==> src/rtl/dwt_pkg.sv <==
// -----------------------------------------------------------------------------
// dwt_pkg
// Shared definitions for the LeGall 5/3 lifting blocks (forward and inverse).
//   DWT_WIDTH   : default signed sample/coefficient width
//   PRED_SHIFT  : predict step divisor as a right shift (floor /2)
//   UPD_OFFSET  : update step rounding offset (+2 before /4)
//   UPD_SHIFT   : update step divisor as a right shift (floor /4)
//   phase_e     : which half of a coefficient pair is expected next
//   floor_shr() : arithmetic right shift, i.e. division rounding toward -inf
// -----------------------------------------------------------------------------
package dwt_pkg;

  localparam int DWT_WIDTH  = 16;
  localparam int PRED_SHIFT = 1;
  localparam int UPD_OFFSET = 2;
  localparam int UPD_SHIFT  = 2;

  // Even frame index carries s(n), odd frame index carries d(n).
  typedef enum logic {
    EXP_S = 1'b0,
    EXP_D = 1'b1
  } phase_e;

  // Operates on a wide signed container so any block width fits; callers
  // sign-extend into it and cast the result back to their own sum width.
  function automatic logic signed [63:0] floor_shr(
    input logic signed [63:0] v,
    input int unsigned        sh
  );
    return v >>> sh;
  endfunction

endpackage

==> src/rtl/idwt53_lift.sv <==
// -----------------------------------------------------------------------------
// idwt53_lift
// Combinational inverse 5/3 lifting kernel for one coefficient pair.
//   i_s          : s(n)
//   i_d          : d(n)
//   i_d_prev     : d(n-1) (ignored when i_first)
//   i_x_prev     : x(2n-2) (only meaningful when not i_first)
//   i_first      : n == 0, selects symmetric extension d(-1) := d(0)
//   o_x_even     : x(2n)   = s(n) - floor((d(n-1)+d(n)+2)/4)
//   o_x_odd_prev : x(2n-1) = d(n-1) + floor((x(2n-2)+x(2n))/2)
// All sums are formed in WIDTH+2 bits and truncated back to WIDTH.
// -----------------------------------------------------------------------------
module idwt53_lift
  import dwt_pkg::*;
#(
  parameter int WIDTH = DWT_WIDTH
) (
  input  logic signed [WIDTH-1:0] i_s,
  input  logic signed [WIDTH-1:0] i_d,
  input  logic signed [WIDTH-1:0] i_d_prev,
  input  logic signed [WIDTH-1:0] i_x_prev,
  input  logic                    i_first,
  output logic signed [WIDTH-1:0] o_x_even,
  output logic signed [WIDTH-1:0] o_x_odd_prev
);

  localparam int SW = WIDTH + 2;

  logic signed [SW-1:0]    w_s_ext;
  logic signed [SW-1:0]    w_d_ext;
  logic signed [SW-1:0]    w_dp_ext;
  logic signed [SW-1:0]    w_xp_ext;
  logic signed [SW-1:0]    w_xe_ext;
  logic signed [SW-1:0]    w_upd_sum;
  logic signed [SW-1:0]    w_upd_q;
  logic signed [SW-1:0]    w_pred_sum;
  logic signed [SW-1:0]    w_pred_q;
  logic signed [WIDTH-1:0] w_x_even;

  assign w_s_ext  = SW'(i_s);
  assign w_d_ext  = SW'(i_d);
  // Left boundary: mirror d(0) into the missing d(-1).
  assign w_dp_ext = i_first ? SW'(i_d) : SW'(i_d_prev);
  assign w_xp_ext = SW'(i_x_prev);

  // Update step (undo): x(2n) = s(n) - floor((d(n-1) + d(n) + 2) / 4)
  assign w_upd_sum = w_dp_ext + w_d_ext + SW'(UPD_OFFSET);
  assign w_upd_q   = SW'(floor_shr(64'(w_upd_sum), UPD_SHIFT));
  assign w_x_even  = WIDTH'(w_s_ext - w_upd_q);

  // Predict step (undo) uses the truncated x(2n), identical to what gets
  // stored as x_prev for the next pair.
  assign w_xe_ext   = SW'(w_x_even);
  assign w_pred_sum = w_xp_ext + w_xe_ext;
  assign w_pred_q   = SW'(floor_shr(64'(w_pred_sum), PRED_SHIFT));

  assign o_x_even     = w_x_even;
  assign o_x_odd_prev = WIDTH'(SW'(i_d_prev) + w_pred_q);

endmodule

==> src/rtl/idwt_1.sv <==
// -----------------------------------------------------------------------------
// idwt_1
// Single-level inverse LeGall 5/3 integer lifting transform (streaming).
// Takes a frame of NUMEL interleaved coefficients s0,d0,s1,d1,... and emits
// NUMEL reconstructed samples x0..x(NUMEL-1) in natural order, 3 cycles of
// latency per sample under contiguous input.
//   clk     : rising-edge clock
//   rst     : asynchronous active-low reset
//   valid_i : din carries a coefficient this cycle
//   din     : signed coefficient (even index s(n), odd index d(n))
//   valid_o : dout carries a reconstructed sample this cycle
//   dout    : signed reconstructed sample (holds while valid_o is low)
//   last_o  : marks x(NUMEL-1)
// -----------------------------------------------------------------------------
module idwt_1
  import dwt_pkg::*;
#(
  parameter int WIDTH = DWT_WIDTH,
  parameter int NUMEL = 512
) (
  input  logic                    clk,
  input  logic                    rst,
  input  logic                    valid_i,
  input  logic signed [WIDTH-1:0] din,
  output logic                    valid_o,
  output logic signed [WIDTH-1:0] dout,
  output logic                    last_o
);

  localparam int IDX_W = (NUMEL > 2) ? $clog2(NUMEL) : 1;
  localparam int SW    = WIDTH + 2;

  // Frame position and lifting history
  logic [IDX_W-1:0]        r_idx;
  logic signed [WIDTH-1:0] r_s;
  logic signed [WIDTH-1:0] r_d_prev;
  logic signed [WIDTH-1:0] r_x_prev;

  // Emit shift register. Slot 0 is what is on the output this cycle; slot 1
  // and slot 2 are due one and two cycles later. r_dout carries slot 0's
  // sample so that it can hold its value while nothing is emitted.
  logic                    r_vld0, r_vld1, r_vld2;
  logic                    r_last0, r_last1, r_last2;
  logic signed [WIDTH-1:0] r_dout;
  logic signed [WIDTH-1:0] r_x1, r_x2;

  phase_e                  w_phase;
  logic                    w_idx_wrap;
  logic                    w_s_acc;
  logic                    w_d_acc;
  logic                    w_first;
  logic                    w_last_pair;
  logic signed [WIDTH-1:0] w_x_even;
  logic signed [WIDTH-1:0] w_x_odd_prev;
  logic signed [WIDTH-1:0] w_x_last;

  logic                    w_nx_vld0, w_nx_vld1, w_nx_vld2;
  logic                    w_nx_last0, w_nx_last1, w_nx_last2;
  logic signed [WIDTH-1:0] w_nx_x0, w_nx_x1, w_nx_x2;

  assign w_phase     = phase_e'(r_idx[0]);
  assign w_idx_wrap  = (r_idx == IDX_W'(NUMEL - 1));
  assign w_s_acc     = valid_i && (w_phase == EXP_S);
  assign w_d_acc     = valid_i && (w_phase == EXP_D);
  assign w_first     = (r_idx == IDX_W'(1));
  assign w_last_pair = w_idx_wrap;

  idwt53_lift #(
    .WIDTH (WIDTH)
  ) u_lift (
    .i_s          (r_s),
    .i_d          (din),
    .i_d_prev     (r_d_prev),
    .i_x_prev     (r_x_prev),
    .i_first      (w_first),
    .o_x_even     (w_x_even),
    .o_x_odd_prev (w_x_odd_prev)
  );

  // Right boundary: mirrored x(NUMEL) equals x(NUMEL-2), so the predict
  // average collapses to x(NUMEL-2) itself.
  assign w_x_last = WIDTH'(SW'(din) + SW'(w_x_even));

  // Index counter: advances only on accepted coefficients, wraps per frame.
  always_ff @(posedge clk or negedge rst) begin
    if (!rst) begin
      r_idx <= '0;
    end else if (valid_i) begin
      r_idx <= w_idx_wrap ? '0 : r_idx + IDX_W'(1);
    end
  end

  // Lifting history
  always_ff @(posedge clk or negedge rst) begin
    if (!rst) begin
      r_s      <= '0;
      r_d_prev <= '0;
      r_x_prev <= '0;
    end else begin
      if (w_s_acc) begin
        r_s <= din;
      end
      if (w_d_acc) begin
        r_d_prev <= din;
        r_x_prev <= w_x_even;
      end
    end
  end

  // Emit schedule. Default is a plain shift toward slot 0. A d-accept loads
  // x(2n-1) into slot 0, x(2n) into slot 1 and, at the end of a frame,
  // x(NUMEL-1) into slot 2. For n == 0 slot 0 instead keeps the shifted
  // entry, which is the previous frame's tail sample when frames run
  // back to back. For n > 0 the shifted entry is always empty because the
  // previous d-accept was at least two cycles earlier and was not a frame end.
  always_comb begin
    w_nx_vld0  = r_vld1;
    w_nx_last0 = r_last1;
    w_nx_x0    = r_x1;
    w_nx_vld1  = r_vld2;
    w_nx_last1 = r_last2;
    w_nx_x1    = r_x2;
    w_nx_vld2  = 1'b0;
    w_nx_last2 = 1'b0;
    w_nx_x2    = r_x2;
    if (w_d_acc) begin
      if (!w_first) begin
        w_nx_vld0  = 1'b1;
        w_nx_last0 = 1'b0;
        w_nx_x0    = w_x_odd_prev;
      end
      w_nx_vld1  = 1'b1;
      w_nx_last1 = 1'b0;
      w_nx_x1    = w_x_even;
      w_nx_vld2  = w_last_pair;
      w_nx_last2 = w_last_pair;
      w_nx_x2    = w_x_last;
    end
  end

  always_ff @(posedge clk or negedge rst) begin
    if (!rst) begin
      r_vld0  <= 1'b0;
      r_vld1  <= 1'b0;
      r_vld2  <= 1'b0;
      r_last0 <= 1'b0;
      r_last1 <= 1'b0;
      r_last2 <= 1'b0;
      r_dout  <= '0;
      r_x1    <= '0;
      r_x2    <= '0;
    end else begin
      r_vld0  <= w_nx_vld0;
      r_vld1  <= w_nx_vld1;
      r_vld2  <= w_nx_vld2;
      r_last0 <= w_nx_vld0 && w_nx_last0;
      r_last1 <= w_nx_last1;
      r_last2 <= w_nx_last2;
      r_x1    <= w_nx_x1;
      r_x2    <= w_nx_x2;
      if (w_nx_vld0) begin
        r_dout <= w_nx_x0;
      end
    end
  end

  assign valid_o = r_vld0;
  assign last_o  = r_last0;
  assign dout    = r_dout;

endmodule

==> config.mk <==
export PLATFORM = sky130hd
export DESIGN_NAME = idwt_1
export DESIGN_NICKNAME = d
export VERILOG_FILES = /design/src/rtl/dwt_pkg.sv /design/src/rtl/idwt53_lift.sv /design/src/rtl/idwt_1.sv
export SDC_FILE = /design/constraint.sdc
export NUM_CORES = 1
export LEC_CHECK = 0
export CORE_AREA = 8 8 145 147
export CTS_CLUSTER_SIZE = 20
export DETAILED_ROUTE_END_ITERATION = 10
export DIE_AREA = 0 0 153 155
export PLACE_DENSITY = 0.65
export SYNTH_ARGS = -nofsm -noshare
export SYNTH_HDL_FRONTEND = slang
export SYNTH_HIERARCHICAL = 1
export SYNTH_SLANG_ARGS = --single-unit
==> constraint.sdc <==
create_clock -name clk -period 9.8 [get_ports clk]
set_input_delay 1.96 -clock clk [delete_from_list [all_inputs] [get_ports clk]]
set_output_delay 1.96 -clock clk [all_outputs]
set_load 0.005 [all_outputs]
# Word-level counts from Yosys, hierarchy flattened
# Index checks and enable logic that the tools add are counted.
[word_totals] reg_bits=110 wordCells=37 input_bits=19 out_inout_bits=18
[op_classes] n_eq_ne=2 mux=12 n_addsub=7 reduce_logical=3 bitwise=1
[ops] cell="two-way mux 16 bit" count=3
[ops] cell="adder 16 bit" count=2
[ops] cell="adder 18 x 16 -> 18 bit" count=1
[ops] cell="adder 18 x 3 -> 18 bit (second input constant)" count=1
[ops] cell="two-way mux 18 bit" count=1
[ops] cell="adder 16 x 16 -> 17 bit" count=1
[ops] cell="subtractor 16 bit" count=1
[ops] cell="adder 9 x 1 -> 9 bit (second input constant)" count=1
[ops] cell="== test 9 x 1 -> 1 bit (second input constant)" count=1
[ops] cell="== test 9 bit (second input constant)" count=1
[ops] cell="two-way mux 9 bit" count=1
[ops] cell="two-way mux 1 bit" count=7
[ops] cell="logical AND 1 bit" count=3
[ops] cell="inverter 1 bit" count=1

# Logic depth before layout (Yosys ltp)
[logic_depth] word_depth=9 mapped_depth=37 ltp_nobuf=35

# By module
# The synthesis kept the hierarchy.
[by_module_without_submodules] module="idwt_1" area_per_inst_um2=4961.0 seq_area_each_um2=2752.6 n_inst=1 cells_each=495
[by_module_without_submodules] module="idwt53_lift" area_per_inst_um2=3243.1 seq_area_each_um2=0.0 n_inst=1 cells_each=418

# Least setup slack after synthesis
# No wires, ideal clock.
[synth_timing] path_kind="input port to flip-flop" startpoint="input din[2]" endpoint="register r_dout[14], in the netlist dout[14]" path_buffers=0 stages=30 arrival_ps=7756 slack_ps=1916 setup_time_ps=128 path_cell_list="mux2_2 > ha_1 > fa_1 > a211oi_1 > nor2_1 > or2_2 > a21oi_1 > xor2_1 > ha_1 > o21a_1 > o31a_1 > o21ai_0 > nor2b_1 > xnor2_1 > ha_1 > and4_4 > and2_0 > a211o_1 > a21o_1 > a21oi_1 > xnor2_1 > ha_1 > nand2_1 > o21ai_0 > or2_2 > o31a_1 > mux2i_1 > o211ai_1 > nand2_1 > o21ai_0"
[synth_between] elab_chain_len=8
[synth_rtl] item="from (decl)" line="idwt_1.sv:24" source="input logic signed [WIDTH-1:0] din,"
[synth_rtl] item="two-way mux 18 bit" line="idwt53_lift.sv:43" source="assign w_dp_ext = i_first ? SW'(i_d) : SW'(i_d_prev);"
[synth_rtl] item="adder 18 x 16 -> 18 bit *" line="idwt53_lift.sv:47" source="assign w_upd_sum = w_dp_ext + w_d_ext + SW'(UPD_OFFSET);"
[synth_rtl] item="adder 18 x 3 -> 18 bit *" line="idwt53_lift.sv:47"
[synth_rtl] item="subtractor 16 bit *" line="idwt53_lift.sv:49" source="assign w_x_even = WIDTH'(w_s_ext - w_upd_q);"
[synth_rtl] item="via w_x_even[8]" line="idwt_1.sv:53" source="logic signed [WIDTH-1:0] w_x_even;"
[synth_rtl] item="adder 16 x 16 -> 17 bit *" line="idwt53_lift.sv:54" source="assign w_pred_sum = w_xp_ext + w_xe_ext;"
[synth_rtl] item="adder 16 bit *" line="idwt53_lift.sv:58" source="assign o_x_odd_prev = WIDTH'(SW'(i_d_prev) + w_pred_q);"
[synth_rtl] item="via w_x_odd_prev[14]" line="idwt_1.sv:54" source="logic signed [WIDTH-1:0] w_x_odd_prev;"
[synth_rtl] item="two-way mux 16 bit *" line="idwt_1.sv:127" source="if (!w_first) begin"
[synth_rtl] item="two-way mux 16 bit *" line="idwt_1.sv:126" source="if (w_d_acc) begin"
[synth_rtl] item="to (signal assigned)" line="idwt_1.sv:162" source="r_dout <= w_nx_x0;"
[synth_rtl] item="to (decl)" line="idwt_1.sv:44" source="logic signed [WIDTH-1:0] r_dout;"
# Mark *: on every way through the listed nets, which the timed path passes. The rest lies on a longest branch.
# A chain may end at the register's enable or synchronous reset.

# Final worst setup path
[layout_timing] startpoint="input din[1]" endpoint="register r_dout[14], in the netlist dout[14]"
# The elaborated chain is that of the path after synthesis.

==> metrics.txt <==
Max-Cap Viols 0; H-tree levels 3; non-filler cells, final about 1200; maximum fanout along the worst path 6; max incr delay on CP around 0.6 ns; sequential area share after synthesis approximately a third; critical path class input port to register; routed len/inst 15.7 um; CTS root buf clkbuf_16; Synth Instances 913; delay-heaviest family, CP compound AO/OA/AOI/OAI gates; min-delay src r_x2[1]$_DFFE_PN0P_; Final WS setup 1.14 ns; most common library cell in the layout ignoring fill and taps nand2_1; Overflow after GRT 0; crit path buf inv count 1; GR Util All Layers 16.1%; hpwl dp roughly 14 mm; Slowest-stage cell, CP clkdlybuf4s50_1; CP startpoint kind input port; clk_lat worst skew around 0.36 ns; Post-synth EDFFs 0; Final Max Tran Viols 0; Detailed Route Iter0 Violations 371; global-route wire length before repair 31.4 mm; Cell Area, Placed 8780 um^2; syn nets a little over 1000; min-delay worst type register to register; final setup vio count 0; Pre-antenna DRT Iters 5; CTS Buf Count 9; diode count 0; status finished clean; Starting Density between 40% and 50%; most frequent cells in the layout nand2_1 (194), dfrtp_1 (110), ha_1 (96); clock sink count between 100 and 150; mean post-synth cell area 8.99 um^2; share of cells above drive strength 1 7.19%; final non-filler cell area between 9000 and 10000 um^2; drt total wl 18.6 mm; asr flop ratio synth 100%; dpl cells 1168; worst reg2reg setup slack between 1.5 and 2 ns; Setup Skew 0.00911 ns; Worst path depth 33; r2r startpoint r_idx[4]$_DFFE_PN0P_; Post-Syn Area 8200 um^2; routability cong. 0.885; full die area around 24000 um^2; DR vias/cell 5.47; RSZ-0062 raised after global routing false; Core Footprint 19000 um^2; Final Hold Fails 0; Arrival @ worst endpoint 8.85 ns; filler cell count in the final layout 1814; YS warnings 6; Post-CTS Setup Bufs 0; vias in the first global route between 6000 and 7000; setup TNS 0 ns; worst r2r dst dout[14]$_DFFE_PN0P_; slew at the pin closest to its max-slew limit 1.13 ns; maximum clock path buffer count 2; Synth Register Bits 110; # hold bufs at CTS 0; die extent in x around 150 um; commonest register cell after synthesis dfrtp_1; WHS Path Cells 2; Reg clk slew, reported paths 0.07 ns; ANT nets after route 0; pre-CTS setup slack 0.773 ns; Die Ht roughly 160 um; Hold Crit Endpoint r_x2[1]$_DFFE_PN0P_; crit-path most repeated cell ha_1; placement row count approximately 50; vias 6481; Area Overhead vs Synth 10.7%; boundary pin count 37; Port Buffer Count 36; pin count of the biggest net entering global routing 73; initial antenna violation count 0; critical path capture point type register; Critical Path RT roughly 10 ns; library cells used by synthesis 74; Fmax achieved 0.115 GHz; post-CTS sizing 0; slew margin rel. 24.4%; DRC 0; fin nets 1061; Tmin final 8.66 ns; CTS tree built; period utilisation layout 88.4%; depth of the most critical reg-to-reg path 32
tightest hold or removal path, stage by stage, from the launching register on:
cell and delay [ns]:
dfrtp_1 0.32, nand2_1 0.06, nand2_1 0.05
routing by layer:
| metal | vias to the layer above | track usage, % | wire length, um |
|---|---|---|---|
| met5 | - | 0 | 0 |
| met4 | 0 | 5.14 | 294 |
| met3 | 22 | 2.44 | 632 |
| met2 | 124 | 25.7 | 8320 |
| met1 | 3021 | 22.0 | 9390 |
| li1 | 3314 | - | - |
cells by family after synthesis:
| kind of cell | count (synthesis) | synth area share, % |
|---|---|---|
| mux | 52 | 6.80 |
| fa+ha+maj | 101 | 15.9 |
| compound gates | 224 | 17.5 |
| buf+inv | 46 | 2.33 |
| flops | 110 | 33.6 |
| xor+xnor | 56 | 6.15 |
| simple gates | 324 | 17.8 |
per-stage QoR:
stage / util [%] / hold slack, ns
finish: 47.9 / 0.464
global route: 47.9 / 0.500
CTS: 47.9 / 0.471
detailed placement: 46.3 / 0.453
global placement: 46.3 / 0.451
floorplan: - / 0.425
state kept, by name, summed over array words and instances (netlist names):
signal / flops
dout: 16
r_d_prev: 16
r_s: 16
r_x1: 16
r_x2: 16
r_x_prev: 16
r_idx: 9
last_o: 1
r_last1: 1
r_last2: 1
r_vld1: 1
valid_o: 1
worst max-delay path by stage:
stage	end	slack, ns	start
finish	dout[14]$_DFFE_PN0P_	1.14	din[1]
global route	dout[13]$_DFFE_PN0P_	0.60	din[1]
CTS	dout[15]$_DFFE_PN0P_	1.15	din[1]
detailed placement	dout[15]$_DFFE_PN0P_	0.77	din[1]
global placement	dout[15]$_DFFE_PN0P_	0.87	din[1]
floorplan	dout[14]$_DFFE_PN0P_	1.92	din[2]
area by class of cell:
cell class	count	area, um^2	area share (%)
Inverter	25	93.8	1.03
Timing Repair Buffer	38	373	4.10
Sequential cell	110	2750	30.3
Clock buffer	12	246	2.71
Tap cell	238	298	3.28
Clock inverter	4	55.1	0.606
Multi-Input combinational cell	757	5270	58.0
cells in the mapped netlist, types with 3 or more instances:
library cell,instances,area share (%)
nand2_1,195,8.9
dfrtp_1,110,34
ha_1,96,15
o21ai_0,65,4.0
a21oi_1,56,3.4
nor2_1,37,1.7
xnor2_1,32,3.4
mux2_2,30,4.1
inv_1,25,1.1
xor2_1,23,2.5
mux2i_1,22,2.7
o21a_1,16,1.5
nor3_1,15,0.92
a21o_1,14,1.3
nor2b_1,12,0.92
o211ai_1,11,1.0
nand2b_1,10,0.76
nand3_1,9,0.55
a31oi_1,8,0.61
buf_2,8,0.49
a211oi_1,7,0.64
clkbuf_1,7,0.32
and3_1,6,0.46
fa_1,5,1.2
o31a_1,5,0.53
or2_2,5,0.38
or3_1,5,0.38
a211o_1,4,0.43
buf_1,4,0.18
nor3b_1,4,0.37
o31ai_1,4,0.37
a21oi_2,3,0.32
and2_1,3,0.23
and4_1,3,0.32
nand4_1,3,0.23
nor4_1,3,0.23
o2111ai_1,3,0.32
o22ai_1,3,0.23
Power is left out: the tool's default activity adds up to more than one toggle a clock period on the data nets, which glitch-free logic cannot reach.
